### src/rtl/handshake_pkg.sv
// Shared definitions for handshake units: buffer FSM states and a
// saturating-increment helper.
package handshake_pkg;

  typedef enum logic [1:0] {
    EMPTY = 2'd0,
    ONE   = 2'd1,
    TWO   = 2'd2
  } hs_state_e;

  // Increment v, holding at the all-ones value of a w-bit counter.
  function automatic logic [63:0] sat_inc(input logic [63:0] v, input int unsigned w);
    logic [63:0] lim;
    lim = (w >= 64) ? '1 : ((64'd1 << w) - 64'd1);
    return (v >= lim) ? lim : v + 64'd1;
  endfunction

endpackage

### src/rtl/handshake_const_compare_if.sv
// Token input channel and result output channel of handshake_const_compare.
interface handshake_const_compare_if #(
  parameter int unsigned DATA_WIDTH = 32
);
  logic [DATA_WIDTH-1:0] ins;
  logic                  ins_valid;
  logic                  ins_ready;
  logic                  result;
  logic                  result_valid;
  logic                  result_ready;

  modport master (
    output ins, ins_valid, result_ready,
    input  ins_ready, result, result_valid
  );

  modport slave (
    input  ins, ins_valid, result_ready,
    output ins_ready, result, result_valid
  );
endinterface

### src/rtl/handshake_skid_buffer.sv
// Generic 2-entry elastic buffer; ready and valid decode the state register
// only, so there is no combinational path from out_ready to in_ready.
module handshake_skid_buffer
  import handshake_pkg::*;
#(
  parameter int unsigned WIDTH = 1
) (
  input  logic             clk,
  input  logic             rst_n,
  input  logic [WIDTH-1:0] in_data,
  input  logic             in_valid,
  output logic             in_ready,
  output logic [WIDTH-1:0] out_data,
  output logic             out_valid,
  input  logic             out_ready
);

  hs_state_e        state_q, state_d;
  logic [WIDTH-1:0] main_q, main_d;
  logic [WIDTH-1:0] skid_q, skid_d;
  logic             in_fire, out_fire;

  assign in_ready  = (state_q != TWO);
  assign out_valid = (state_q != EMPTY);
  assign out_data  = main_q;
  assign in_fire   = in_valid & in_ready;
  assign out_fire  = out_valid & out_ready;

  always_comb begin
    state_d = state_q;
    main_d  = main_q;
    skid_d  = skid_q;
    case (state_q)
      EMPTY: begin
        if (in_fire) begin
          state_d = ONE;
          main_d  = in_data;
        end
      end
      ONE: begin
        if (in_fire && out_fire) begin
          main_d = in_data;
        end else if (in_fire) begin
          state_d = TWO;
          skid_d  = in_data;
        end else if (out_fire) begin
          state_d = EMPTY;
        end
      end
      TWO: begin
        if (out_fire) begin
          state_d = ONE;
          main_d  = skid_q;
        end
      end
      default: state_d = EMPTY;
    endcase
  end

  always_ff @(posedge clk or negedge rst_n) begin
    if (!rst_n) begin
      state_q <= EMPTY;
      main_q  <= '0;
      skid_q  <= '0;
    end else begin
      state_q <= state_d;
      main_q  <= main_d;
      skid_q  <= skid_d;
    end
  end

endmodule

### src/rtl/handshake_const_compare.sv
// Compares each accepted token with CONST_VALUE, emits a 1-bit result token
// through a skid buffer and keeps saturating match/mismatch statistics.
module handshake_const_compare
  import handshake_pkg::*;
#(
  parameter int unsigned           DATA_WIDTH  = 32,
  parameter logic [DATA_WIDTH-1:0] CONST_VALUE = DATA_WIDTH'(32'h42C9EB56),
  parameter int unsigned           CNT_WIDTH   = 16
) (
  input  logic                      clk,
  input  logic                      rst,
  handshake_const_compare_if.slave  bus,
  output logic [CNT_WIDTH-1:0]      match_count,
  output logic [CNT_WIDTH-1:0]      mismatch_count,
  output logic                      error_sticky
);

  logic                 eq, in_fire;
  logic [CNT_WIDTH-1:0] match_count_q, match_count_d;
  logic [CNT_WIDTH-1:0] mismatch_count_q, mismatch_count_d;
  logic                 error_sticky_q, error_sticky_d;

  assign eq      = (bus.ins == CONST_VALUE);
  assign in_fire = bus.ins_valid & bus.ins_ready;

  handshake_skid_buffer #(
    .WIDTH (1)
  ) u_buf (
    .clk       (clk),
    .rst_n     (rst),
    .in_data   (eq),
    .in_valid  (bus.ins_valid),
    .in_ready  (bus.ins_ready),
    .out_data  (bus.result),
    .out_valid (bus.result_valid),
    .out_ready (bus.result_ready)
  );

  // Statistics follow acceptance, not emission.
  always_comb begin
    match_count_d    = match_count_q;
    mismatch_count_d = mismatch_count_q;
    error_sticky_d   = error_sticky_q;
    if (in_fire) begin
      if (eq) begin
        match_count_d = CNT_WIDTH'(sat_inc(64'(match_count_q), CNT_WIDTH));
      end else begin
        mismatch_count_d = CNT_WIDTH'(sat_inc(64'(mismatch_count_q), CNT_WIDTH));
        error_sticky_d   = 1'b1;
      end
    end
  end

  always_ff @(posedge clk or negedge rst) begin
    if (!rst) begin
      match_count_q    <= '0;
      mismatch_count_q <= '0;
      error_sticky_q   <= 1'b0;
    end else begin
      match_count_q    <= match_count_d;
      mismatch_count_q <= mismatch_count_d;
      error_sticky_q   <= error_sticky_d;
    end
  end

  assign match_count    = match_count_q;
  assign mismatch_count = mismatch_count_q;
  assign error_sticky   = error_sticky_q;

endmodule

### src/flat_wrapper.sv
// flat-port wrapper written by rule: the top's interface ports become plain ports
module handshake_const_compare_flat import handshake_pkg::*;
#(
  parameter int unsigned           DATA_WIDTH  = 32,
  parameter logic [DATA_WIDTH-1:0] CONST_VALUE = DATA_WIDTH'(32'h42C9EB56),
  parameter int unsigned           CNT_WIDTH   = 16
)
  (clk, rst, match_count, mismatch_count, error_sticky, bus_ins, bus_ins_valid, bus_result_ready, bus_ins_ready, bus_result, bus_result_valid);
  handshake_const_compare_if #(.DATA_WIDTH(DATA_WIDTH)) bus_i ();
  input  logic clk;
  input  logic rst;
  output logic [CNT_WIDTH-1:0] match_count;
  output logic [CNT_WIDTH-1:0] mismatch_count;
  output logic error_sticky;
  input wire logic [$bits(bus_i.ins)-1:0] bus_ins;
  input wire logic [$bits(bus_i.ins_valid)-1:0] bus_ins_valid;
  input wire logic [$bits(bus_i.result_ready)-1:0] bus_result_ready;
  output wire logic [$bits(bus_i.ins_ready)-1:0] bus_ins_ready;
  output wire logic [$bits(bus_i.result)-1:0] bus_result;
  output wire logic [$bits(bus_i.result_valid)-1:0] bus_result_valid;
  assign bus_i.ins = bus_ins;
  assign bus_i.ins_valid = bus_ins_valid;
  assign bus_i.result_ready = bus_result_ready;
  assign bus_ins_ready = bus_i.ins_ready;
  assign bus_result = bus_i.result;
  assign bus_result_valid = bus_i.result_valid;
  handshake_const_compare #(.DATA_WIDTH(DATA_WIDTH), .CONST_VALUE(CONST_VALUE), .CNT_WIDTH(CNT_WIDTH)) u_core (.clk(clk), .rst(rst), .bus(bus_i), .match_count(match_count), .mismatch_count(mismatch_count), .error_sticky(error_sticky));
endmodule
### config.mk
export PLATFORM = sky130hd
export DESIGN_NAME = handshake_const_compare_flat
export DESIGN_NICKNAME = d
export VERILOG_FILES = /design/src/rtl/handshake_pkg.sv /design/src/rtl/handshake_const_compare_if.sv /design/src/rtl/handshake_skid_buffer.sv /design/src/rtl/handshake_const_compare.sv /design/src/flat_wrapper.sv
export SDC_FILE = /design/constraint.sdc
export NUM_CORES = 1
export LEC_CHECK = 0
export CELL_PAD_IN_SITES_DETAIL_PLACEMENT = 0
export CELL_PAD_IN_SITES_GLOBAL_PLACEMENT = 1
export CORE_MARGIN = 2
export CORE_UTILIZATION = 33
export DETAILED_ROUTE_END_ITERATION = 8
export PLACE_DENSITY_LB_ADDON = 0.1
export SLEW_MARGIN = 0
export SYNTH_ARGS = -nofsm -noshare
export SYNTH_HDL_FRONTEND = slang
export SYNTH_SLANG_ARGS = --single-unit
### constraint.sdc
create_clock -name clk -period 2.2 [get_ports clk]
set_input_delay 0.55 -clock clk [delete_from_list [all_inputs] [get_ports clk]]
set_output_delay 0.55 -clock clk [all_outputs]
set_load 0.005 [all_outputs]
## Yosys cells after proc, flatten, opt, wreduce, memory -nomap -nowiden

Cells that the tools add are included.

| storage, ports and cells | value |
|---|---|
| output and inout bits | 36 |
| bits in registers | 37 |
| bits of input ports | 36 |

| operators by class | value |
|---|---|
| eq/ne operators | 9 |
| bitwise operators | 4 |
| reductions and logical operators | 9 |
| $lt $le $gt $ge | 2 |
| add/subtract/negate cells | 2 |
| multiplexer cells | 12 |

Operator list:

| operator | number |
|---|---|
| $add 16x1->16 const B | 2 |
| $eq 32x31->1 const B | 1 |
| $ge 16x16->1 const B | 2 |
| $mux 16 | 2 |
| $mux 2 | 5 |
| $ne 2x2->1 const B | 5 |
| $reduce_and 4->1 | 2 |
| $pmux 2 s3 | 1 |
| $reduce_and 2->1 | 2 |
| $mux 1 | 3 |
| $ne 3x3->1 const B | 1 |
| $pmux 1 s3 | 1 |
| $reduce_and 3->1 | 1 |
| $reduce_bool 3->1 | 1 |
| $and 1x1->1 | 2 |
| $eq 2x1->1 const B | 1 |
| $eq 2x2->1 const B | 1 |
| $logic_not 2->1 | 1 |
| $not 1->1 | 2 |
| $reduce_bool 2->1 | 1 |
| $logic_and 1x1->1 | 1 |

## Depth between registers and ports, before layout

Gate-level depths: netlist of the first run.

| logic depth | value |
|---|---|
| depth in word-level cells | 6 |
| mapped depth | 7 |
| gate-level depth less buffers | 6 |

## By module

A second synthesis of the first run with hierarchy kept.

| second synthesis, totals | value |
|---|---|
| cells, all modules | 204 |
| area total of the unflattened synthesis | 2084.5 µm² |

By module, submodules not included:

| module | area each (µm²) | times used | cells an instance | sequential area each (µm²) |
|---|---|---|---|---|
| handshake_const_compare | 1860.5 | 1 | 184 | 825.8 |
| handshake_skid_buffer | 224.0 | 1 | 20 | 100.1 |

## Least setup slack after synthesis of the first run

No wires, ideal clock.

| timing path | value |
|---|---|
| path kind | input -> register |
| from | input port bus_ins[26] |
| to | register u_core.match_count_q[15] (netlist: u_core.match_count[15]) |
| data arrival time | 1.910 ns |
| setup time | 0.127 ns |
| setup slack | 0.163 ns |
| required time | 2.073 ns |
| cell stages on the path | 5 |
| cells stage by stage | nor4_1 nand4_1 nor3b_2 nand4_1 mux2_1 |

| on the way | value |
|---|---|
| cells in the longest elaborated chain, start to end | 2 |

Ends and longest elaborated chain:

| element | RTL line | RTL |
|---|---|---|
| from (decl) | flat_wrapper.sv:15 | `input wire logic [$bits(bus_i.ins)-1:0] bus_ins;` |
| $eq 32x31->1 | handshake_const_compare.sv:23 | `assign eq = (bus.ins == CONST_VALUE);` |
| $reduce_and 2->1 (no line) | -- |  |
| to (signal assigned) | handshake_const_compare.sv:60 | `match_count_q <= match_count_d;` |
| to (decl) | handshake_const_compare.sv:19 | `logic [CNT_WIDTH-1:0] match_count_q, match_count_d;` |

No other way between the ends.
A chain may end at the register's enable or synchronous reset.

## Worst setup path after layout of the first run

| timing path | value |
|---|---|
| from | input port bus_ins[18] |
| to | register u_core.match_count_q[6] (netlist: u_core.match_count[6]) |

The elaborated chain is that of the path after synthesis.

==> results of run 1 <==
[worst max-delay path: stages]
cell,delay (ns)
clkdlybuf4s50_1,0.41
nor4bb_2,0.27
nand4_1,0.19
nor3b_2,0.22
buf_6,0.13
buf_12,0.10
nand4_1,0.10
mux2_1,0.32
[routing by layer]
layer	vias to the layer above	wire, um	track usage
met4	0	34	0.0407
met3	4	464	0.0462
li1	973	-	-
met5	-	0	0
met2	62	2650	0.293
met1	941	2390	0.203
[cells by family (layout without fill, tap and decap cells)]
kind of cell             Yosys count  in the layout
AO/OA/AOI/OAI                     56             56
buffers and inverters             13            103
AND/OR/NAND/NOR                   88             89
multiplexers                      11             11
adder cells (fa/ha/maj)            2              2
flip-flops                        37             37
[cells in the final DEF, fill, tap and decap left out, drive strengths merged, types with 2 or more instances in the layout]
cell	instances
and4	2
and4b	3
a2bb2oi	2
dfrtp	37
or2	2
o21a	2
buf	20
nand3	9
nor2	13
o21ai	5
nand2	20
clkdlybuf4s50	46
nand4	14
inv	5
o32a	2
nor2b	2
nand2b	2
a31oi	12
o22a	2
clkinv	2
ha	2
o22ai	2
dlymetal6s2s	23
nor4	2
nor4bb	5
and3	6
and2	6
a41oi	3
mux2	10
a21oi	24
clkbuf	6
[flip-flops by register name, summed over array words and instances (netlist names)]
register	count
u_core.u_buf.out_data	1
u_core.mismatch_count	16
u_core.match_count	16
u_core.u_buf.skid_q	1
u_core.error_sticky	1
u_core.u_buf.state_q	2
[cell type report]
type	instances	area share
multi-input combinational	158	0.349
timing repair buffer	90	0.295
clock buffer	6	0.0230
inverter	5	0.00596
sequential	37	0.294
tap	75	0.0298
clock inverter	2	0.00318
[power by group]
part           switching (mW)  total (mW)  internal (mW)
Sequential             0.0873       0.835          0.748
Clock                   0.239       0.458          0.220
Combinational           0.165       0.425          0.260
[stage by stage]
step	util	power [mW]	std cells
after floorplan	-	1.00	207
after global placement	0.490	1.27	361
after detailed placement	0.490	1.27	361
after CTS	0.508	1.74	369
after global routing	0.538	1.84	373
final	0.538	1.72	373
[worst paths after layout]
check | end | slack, ns | cells after the start
max | u_core.match_count[6]$_DFFE_PN0P_ | 0.07 | 8
min | u_core.mismatch_count[6]$_DFFE_PN0P_ | 0.30 | 2
max reg2reg | u_core.mismatch_count[13]$_DFFE_PN0P_ | 0.18 | 6
min reg2reg | u_core.error_sticky$_DFFE_PN0P_ | 0.47 | 1
max in group asynchronous | u_core.mismatch_count[0]$_DFFE_PN0P_ | 1.55 | 2
min in group clk | u_core.error_sticky$_DFFE_PN0P_ | 0.47 | 1
[what timing repair did]
item | 4_1_cts | 5_1_grt
gates resized for setup | 5 | 40
pin swaps | 5 | 11
endpoints found under the setup margin | 10 | 31
cloned | 0 | 1
setup buffers | 0 | 3
==> metrics.yaml, run 1 <==
synth_xor_area_frac: 0
pwr_density_cell_mw_per_mm2: 546
setup_ws_ns: 0.0740
hold_ws_ns: 0.298
cp.arrival_ns: 2.30
tns_ns: 0
syn_inst: 207
yosys.area.top_type: "dfrtp_1"
setup-violations-final: 0
hold_path_class: "in2async"
place_ws_ns: -0.377
cts_root_buffer: "clkbuf_8"
drive_gt1_frac: 0.158
vias: 1980
core_area_mm2: 0.00585
cap_violations: 0
die_y_um: 81.5
synth_top_cell_area_share: 0.467
finalWirelength_um: 5530
cellLeakagePower_nw: 1.52
gr-total-overflow: 0
gp_congestion: 0.779
areaGrowthSynthToFinish_pct: 58.7
fmax_mhz: 470
avgSynthCellArea_um2: 9.59
syn_nets: 245
ir_worst_vdd_mv: 0.266
synth_top_family_by_area: "simple AND/OR/NAND/NOR gates"
syn_area_mm2: 0.00198
ys_ff_latch: 37
wl_per_cell_um: 14.8
core.rowCount: 28
seqCellArea_um2: 926
crit_type: "in2reg"
synthDistinctLibCells: 40
synth_area_leaders: "dfrtp_1 47%, a21oi_1 6.1%, nand4_1 4.4%"
drtPass1Iterations: 4
die_x_um: 81.5
dieArea_mm2: 0.00665
drt.antenna.violating_nets: 0
cts_tree: "yes"
layout_min_cycle_time_ns: 2.13
synth.most_common_cell: "dfrtp_1"
fin_crit_sh: 0.966
status: "finished, final reports clean"
ioPinCount: 72
fillers: 563
synthFlopType: "dfrtp_1"
finalHoldViolCount: 0
design_area_mm2: 0.00315
cts_hold_buf: 0
cp_data_required_time_ns: 2.38
worstSetupEndpointType: "flop"
layout.nets: 335
cts_max_level: 2
antenna_found_initial: 0
initial_core_util: 0.339
synthAdderAreaFrac: 0.0126
grt_util_all_layers: 0.167
grt_pass1_wl_um: 8730
r2r-start: "u_core.mismatch_count[0]$_DFFE_PN0P_"
fin_skew_ns: 0.0103
worst_pin_slew_ns: 0.487
worstPathMaxFanout: 5
clock_sinks: 37
multi_input_area_mm2: 0.00110
route.detailed.drc: 0
slew_viol_final: 0
clk_pin_slew_ns: 0.08
drt_iter0_markers: 75
grt_max_degree: 38
cts_buffers: 5
dpl-instance-area_mm2: 0.00286
synth-simple-area-share: 0.252
startpoint: "bus_ins[18]"
synth_compound_area_frac: 0.177
cts_buffer_depth: 2
synth_warnings: 0
grt_pass1_vias: 1952
yosys-top-cells-count: "37 x dfrtp_1, 24 x a21oi_1, 20 x nand2_1, 14 x nand4_1, 13 x nor2_1"
clock_latency_ns: 0.29
cp-start-kind: "primary input"
relSlewSlack: 0.676
synth-edff-count: 0
yosysSeqAreaShare: 0.467
portBuffers: 71
async_flop_share: 1.00
antenna_cells: 0
synthMuxAreaShare: 0.0618
dp_hpwl_um: 4000
vias_per_cell: 5.31
No activity file was read; power rests on OpenSTA's default activity.
==> run 2, diff against run 1 <==
--- a/config.mk
+++ b/config.mk
@@ -10,6 +10,7 @@
 export CORE_MARGIN = 2
 export CORE_UTILIZATION = 33
 export DETAILED_ROUTE_END_ITERATION = 8
+export MAX_ROUTING_LAYER = met4
 export PLACE_DENSITY_LB_ADDON = 0.1
 export SLEW_MARGIN = 0
 export SYNTH_ARGS = -nofsm -noshare
==> metrics.yaml, run 2 (synthesis results as in run 1) <==
dp_hpwl_um: 4000  # unchanged
total_power_mw: 1.72  # about the same
startpoint: "bus_ins[18]"  # unchanged
grt_pass1_vias: 1950  # was 1952
combPwrFrac: 0.247  # about the same
cts_buffer_depth: 2  # unchanged
layout_min_cycle_time_ns: 2.12  # was 2.13 ns
finalWirelength_um: 5540  # was 5530 um
hold_ws_ns: 0.295  # was 0.298 ns
crit_end: "u_core.match_count[6]$_DFFE_PN0P_"  # unchanged
ir_worst_vdd_mv: 0.265  # was 0.266 mV
worstPathMaxFanout: 5  # unchanged
switching_share: 0.286  # about the same
cts_buffers: 5  # unchanged
portBuffers: 71  # unchanged
fin_crit_sh: 0.966  # about the same
core_area_mm2: 0.00585  # unchanged
fillers: 563  # unchanged
drt.antenna.violating_nets: 0  # unchanged
seq_power_share: 0.485  # was 0.486
die_x_um: 81.5  # unchanged
route.detailed.drc: 0  # unchanged
drt_iter0_markers: 77  # was 75
gr-total-overflow: 0  # unchanged
fin_skew_ns: 0.0101  # was 0.0103 ns
finalHoldViolCount: 0  # unchanged
design_area_mm2: 0.00315  # unchanged
p_sw_uw: 493  # was 491 uW
drive_gt1_frac: 0.158  # unchanged
vias_per_cell: 5.33  # was 5.31
worstSetupEndpointType: "flop"  # unchanged
cellLeakagePower_nw: 1.52  # unchanged
cap_violations: 0  # unchanged
cp_data_required_time_ns: 2.38  # about the same
core.rowCount: 28  # unchanged
antenna_found_initial: 0  # unchanged
initial_core_util: 0.339  # unchanged
vias: 1988  # was 1980
cts_root_buffer: "clkbuf_8"  # unchanged
gp_congestion: 0.790  # was 0.779
pwr_density_cell_mw_per_mm2: 546  # about the same
rrSetupSlack_ns: 0.18  # about the same
r2r-start: "u_core.mismatch_count[0]$_DFFE_PN0P_"  # unchanged
die_y_um: 81.5  # unchanged
status: "finished, final reports clean"  # unchanged
dieArea_mm2: 0.00665  # unchanged
cts_tree: "yes"  # unchanged
layout.nets: 335  # unchanged
slew_viol_final: 0  # unchanged
pwr-share-clk: 0.268  # was 0.267
r2r_end: "u_core.mismatch_count[13]$_DFFE_PN0P_"  # unchanged
setup_ws_ns: 0.0751  # was 0.0740 ns
final_common_cell: "clkdlybuf4s50_1"  # unchanged
layout.cells.most_common_list: "46 x clkdlybuf4s50_1, 37 x dfrtp_1, 24 x a21oi_1, 23 x dlymetal6s2s_1, 19 x nand2_1"  # unchanged
place_ws_ns: -0.377  # unchanged
dpl-instance-area_mm2: 0.00286  # unchanged
relSlewSlack: 0.676  # about the same
worst_pin_slew_ns: 0.487  # about the same
grt_max_degree: 38  # unchanged
fmax_mhz: 471  # was 470 MHz
antenna_cells: 0  # unchanged
drtPass1Iterations: 5  # was 4
clk_pin_slew_ns: 0.08  # about the same
setup-violations-final: 0  # unchanged
reg2regPathDepth: 6  # unchanged
areaGrowthSynthToFinish_pct: 58.7  # unchanged
grt_util_all_layers: 0.172  # was 0.167
cp-start-kind: "primary input"  # unchanged
clock_latency_ns: 0.29  # about the same
ioPinCount: 72  # unchanged
cts_hold_buf: 0  # unchanged
cts_max_level: 2  # unchanged
crit_type: "in2reg"  # unchanged
wl_per_cell_um: 14.8  # about the same
clock_sinks: 37  # unchanged
cp.arrival_ns: 2.30  # about the same
hold_path_class: "in2async"  # unchanged
grt_pass1_wl_um: 8740  # was 8730 um
internal-power_mw: 1.23  # about the same
## run 2: cell counts in the layout (fill, tap and decap cells not counted)
No cell type changed its count.
## run 2: repair_timing
item / CTS / global route
buffers inserted: 0 / 3
pin swaps: 5 / 11
resized for setup: 5 / 40
gates cloned: 0 / 1
hold endpoints to repair: 0 / 0
endpoints found under the setup margin: 10 / 31
## run 2: power by group through the flow
stage / Combinational, mW / Sequential (mW) / Clock, mW
finish: 0.425 / 0.835 / 0.461
detailed placement: 0.421 / 0.848 / 0
CTS: 0.425 / 0.834 / 0.483
global placement: 0.422 / 0.849 / 0
global route: 0.476 / 0.851 / 0.509
floorplan: 0.168 / 0.834 / 0
## run 2: worst min path at each step
stage | start | end | slack, ns | cells past startpoint
after floorplan | rst | u_core.error_sticky$_DFFE_PN0P_ | 0.25 | 0
after global placement | u_core.error_sticky$_DFFE_PN0P_ | u_core.error_sticky$_DFFE_PN0P_ | 0.45 | 1
after detailed placement | u_core.error_sticky$_DFFE_PN0P_ | u_core.error_sticky$_DFFE_PN0P_ | 0.46 | 1
after CTS | rst | u_core.mismatch_count[4]$_DFFE_PN0P_ | 0.32 | 2
after global routing | rst | u_core.mismatch_count[6]$_DFFE_PN0P_ | 0.34 | 2
final | rst | u_core.mismatch_count[6]$_DFFE_PN0P_ | 0.30 | 2
## run 2: through the flow
| step | setup TNS (ns) | instances | utilization |
|---|---|---|---|
| CTS | 0 | 369 | 0.508 |
| finish | 0 | 373 | 0.538 |
| floorplan | 0 | 207 | - |
| detailed placement | -8.99 | 361 | 0.490 |
| global route | -0.230 | 373 | 0.538 |
| global placement | -7.10 | 361 | 0.490 |
## run 2: cell type report
class,instances,area [um^2],share of cell area
Inverter,5,18.8,0.00596
Clock inverter,2,10.0,0.00318
Sequential cell,37,926,0.294
Tap cell,75,93.8,0.0298
Timing Repair Buffer,90,928,0.295
Multi-Input combinational cell,158,1100,0.349
Clock buffer,6,72.6,0.0230
## run 2: critical path: stages
cell and delay (ns):
clkdlybuf4s50_1 0.41, nor4bb_2 0.27, nand4_1 0.19, nor3b_2 0.22, buf_6 0.13, buf_12 0.10
nand4_1 0.10, mux2_1 0.32
## run 2: metal layers
metal / GRT usage / vias to the layer above / routed length (um)
met1: 0.205 / 944 / 2390
met5: - / - / 0
met2: 0.292 / 66 / 2660
li1: - / 974 / -
met4: 0.0407 / 0 / 33
met3: 0.0440 / 4 / 460
==> run 3, diff against run 2 <==
--- a/config.mk
+++ b/config.mk
@@ -11,7 +11,8 @@
 export CORE_UTILIZATION = 33
 export DETAILED_ROUTE_END_ITERATION = 8
 export MAX_ROUTING_LAYER = met4
-export PLACE_DENSITY_LB_ADDON = 0.1
+export PLACE_DENSITY = 0.78
+export REMOVE_ABC_BUFFERS = 1
 export SLEW_MARGIN = 0
 export SYNTH_ARGS = -nofsm -noshare
 export SYNTH_HDL_FRONTEND = slang
==> metrics.yaml, run 3 (synthesis results as in run 1) <==
ir_worst_vdd_mv: 0.363  # was 0.265 mV
cap_violations: 0  # unchanged
worst_pin_slew_ns: 0.471  # was 0.487 ns
layout_min_cycle_time_ns: 2.11  # was 2.12 ns
cp-start-kind: "primary input"  # unchanged
rrSetupSlack_ns: 0.27  # was 0.18 ns
cts_max_level: 2  # unchanged
cts_buffer_depth: 2  # unchanged
multi_input_area_mm2: 0.00109  # was 0.00110 mm^2
gp_congestion: 0.860  # was 0.790
crit_type: "in2reg"  # unchanged
drt.antenna.violating_nets: 0  # unchanged
cts_buffers: 5  # unchanged
grt_pass1_vias: 1863  # was 1950
fin_crit_sh: 0.957  # was 0.966
drt_iter0_markers: 65  # was 77
core_area_mm2: 0.00585  # unchanged
worstSetupEndpointType: "flop"  # unchanged
cts_setup_buffers: 0  # unchanged
die_y_um: 81.5  # unchanged
portBuffers: 71  # unchanged
seqCellArea_um2: 926  # unchanged
setup-violations-final: 0  # unchanged
ioPinCount: 72  # unchanged
wl_per_cell_um: 15.0  # was 14.8 um
hold_path_class: "in2async"  # unchanged
vias: 2004  # was 1988
r2r_end: "u_core.mismatch_count[13]$_DFFE_PN0P_"  # unchanged
cts_hold_buf: 0  # unchanged
dieArea_mm2: 0.00665  # unchanged
clk_pin_slew_ns: 0.08  # about the same
gr-total-overflow: 0  # unchanged
pwr_density_cell_mw_per_mm2: 573  # was 546 mW/mm^2
r2r-start: "u_core.mismatch_count[0]$_DFFE_PN0P_"  # unchanged
final_common_cell: "clkdlybuf4s50_1"  # unchanged
cts_tree: "yes"  # unchanged
dp_hpwl_um: 4020  # was 4000 um
cts_root_buffer: "clkbuf_8"  # unchanged
cp_data_required_time_ns: 2.37  # was 2.38 ns
layout.cells.most_common_list: "49 x clkdlybuf4s50_1, 37 x dfrtp_1, 24 x a21oi_1, 21 x buf_4, 21 x dlymetal6s2s_1"  # was 46 x clkdlybuf4s50_1, 37 x dfrtp_1, 24 x a21oi_1, 23 x dlymetal6s2s_1, 19 x nand2_1
fillers: 508  # was 563
finalWirelength_um: 5630  # was 5540 um
drtPass1Iterations: 4  # was 5
areaGrowthSynthToFinish_pct: 59.8  # was 58.7%
place_inst: 367  # was 361
die_x_um: 81.5  # unchanged
vias_per_cell: 5.33  # about the same
antenna_found_initial: 0  # unchanged
fmax_mhz: 475  # was 471 MHz
grt_util_all_layers: 0.175  # was 0.172
fin_skew_ns: 0.00509  # was 0.0101 ns
core.rowCount: 28  # unchanged
final_util: 0.542  # was 0.538
worstPathMaxFanout: 6  # was 5
final-instance-count-excl-fill: 376  # was 373
cellLeakagePower_nw: 1.51  # was 1.52 nW
relSlewSlack: 0.686  # was 0.676
hold_ws_ns: 0.293  # was 0.295 ns
setup_ws_ns: 0.0935  # was 0.0751 ns
slew_viol_final: 0  # unchanged
route.detailed.drc: 0  # unchanged
clock_sinks: 37  # unchanged
initial_core_util: 0.339  # unchanged
finalHoldViolCount: 0  # unchanged
cp.arrival_ns: 2.28  # was 2.30 ns
grt_max_degree: 38  # unchanged
status: "finished, final reports clean"  # unchanged
place_ws_ns: -0.320  # was -0.377 ns
grt_pass1_wl_um: 8850  # was 8740 um
drive_gt1_frac: 0.169  # was 0.158
reg2regPathDepth: 6  # unchanged
antenna_cells: 0  # unchanged
layout.nets: 338  # was 335
startpoint: "bus_ins[26]"  # was bus_ins[18]
clock_latency_ns: 0.28  # was 0.29 ns
-- run 3: changes by cell type in the layout (fill, tap and decap cells not counted), moves of 2 or more --
cell and change:
buf_4 +6, dlymetal6s2s_1 -2, clkdlybuf4s50_1 +3, clkbuf_8 +2
-- run 3: repair_timing --
action / CTS / global route
gates resized for setup: 5 / 33
cloned: 0 / 1
pin swaps: 1 / 9
setup endpoints to repair: 6 / 16
-- run 3: layer usage --
metal,wire (um),global-route usage,up-vias,share of wire
li1,-,-,981,-
met1,2640,0.230,964,0.47
met2,2740,0.284,53,0.49
met3,207,0.0374,6,0.037
met4,40,0.0305,0,0.0071
met5,0,-,-,0
-- run 3: power by group --
group,switching (mW),internal [mW]
clock network,0.239,0.283
logic,0.188,0.285
registers,0.0721,0.748
total,0.500,1.32
-- run 3: how the worst max path moves through the flow --
stage                                                 end  slack [ns]  depth (start not counted)
floorplan              u_core.match_count[15]$_DFFE_PN0P_       -0.13                          5
global placement    u_core.mismatch_count[13]$_DFFE_PN0P_       -0.29                          8
detailed placement   u_core.mismatch_count[8]$_DFFE_PN0P_       -0.32                          8
CTS                  u_core.mismatch_count[8]$_DFFE_PN0P_        0.01                          8
global route           u_core.match_count[15]$_DFFE_PN0P_       -0.02                          7
finish                 u_core.match_count[15]$_DFFE_PN0P_        0.09                          7
-- run 3: stage by stage --
stage	power (mW)	setup TNS, ns	area (um^2)
after floorplan	0.994	-0.818	1940
after global placement	1.29	-6.98	2910
after detailed placement	1.30	-7.88	2910
after CTS	1.84	0	3040
after global routing	1.94	-0.0240	3170
final	1.82	0	3170
-- run 3: area by class of cell --
cell class,count,area share
clock buffers,7,0.0304
clock inverters,1,0.00158
inverters,5,0.00592
multi-input cells,157,0.345
flip-flops and latches,37,0.292
well taps,75,0.0296
repair buffers,94,0.296
-- run 3: critical path, cell delays in order --
cell and delay [ns]:
clkdlybuf4s50_1 0.43, nor4_2 0.16, nand4_1 0.24, nor3b_2 0.30, buf_6 0.16, nand4_1 0.11, mux2_4 0.32
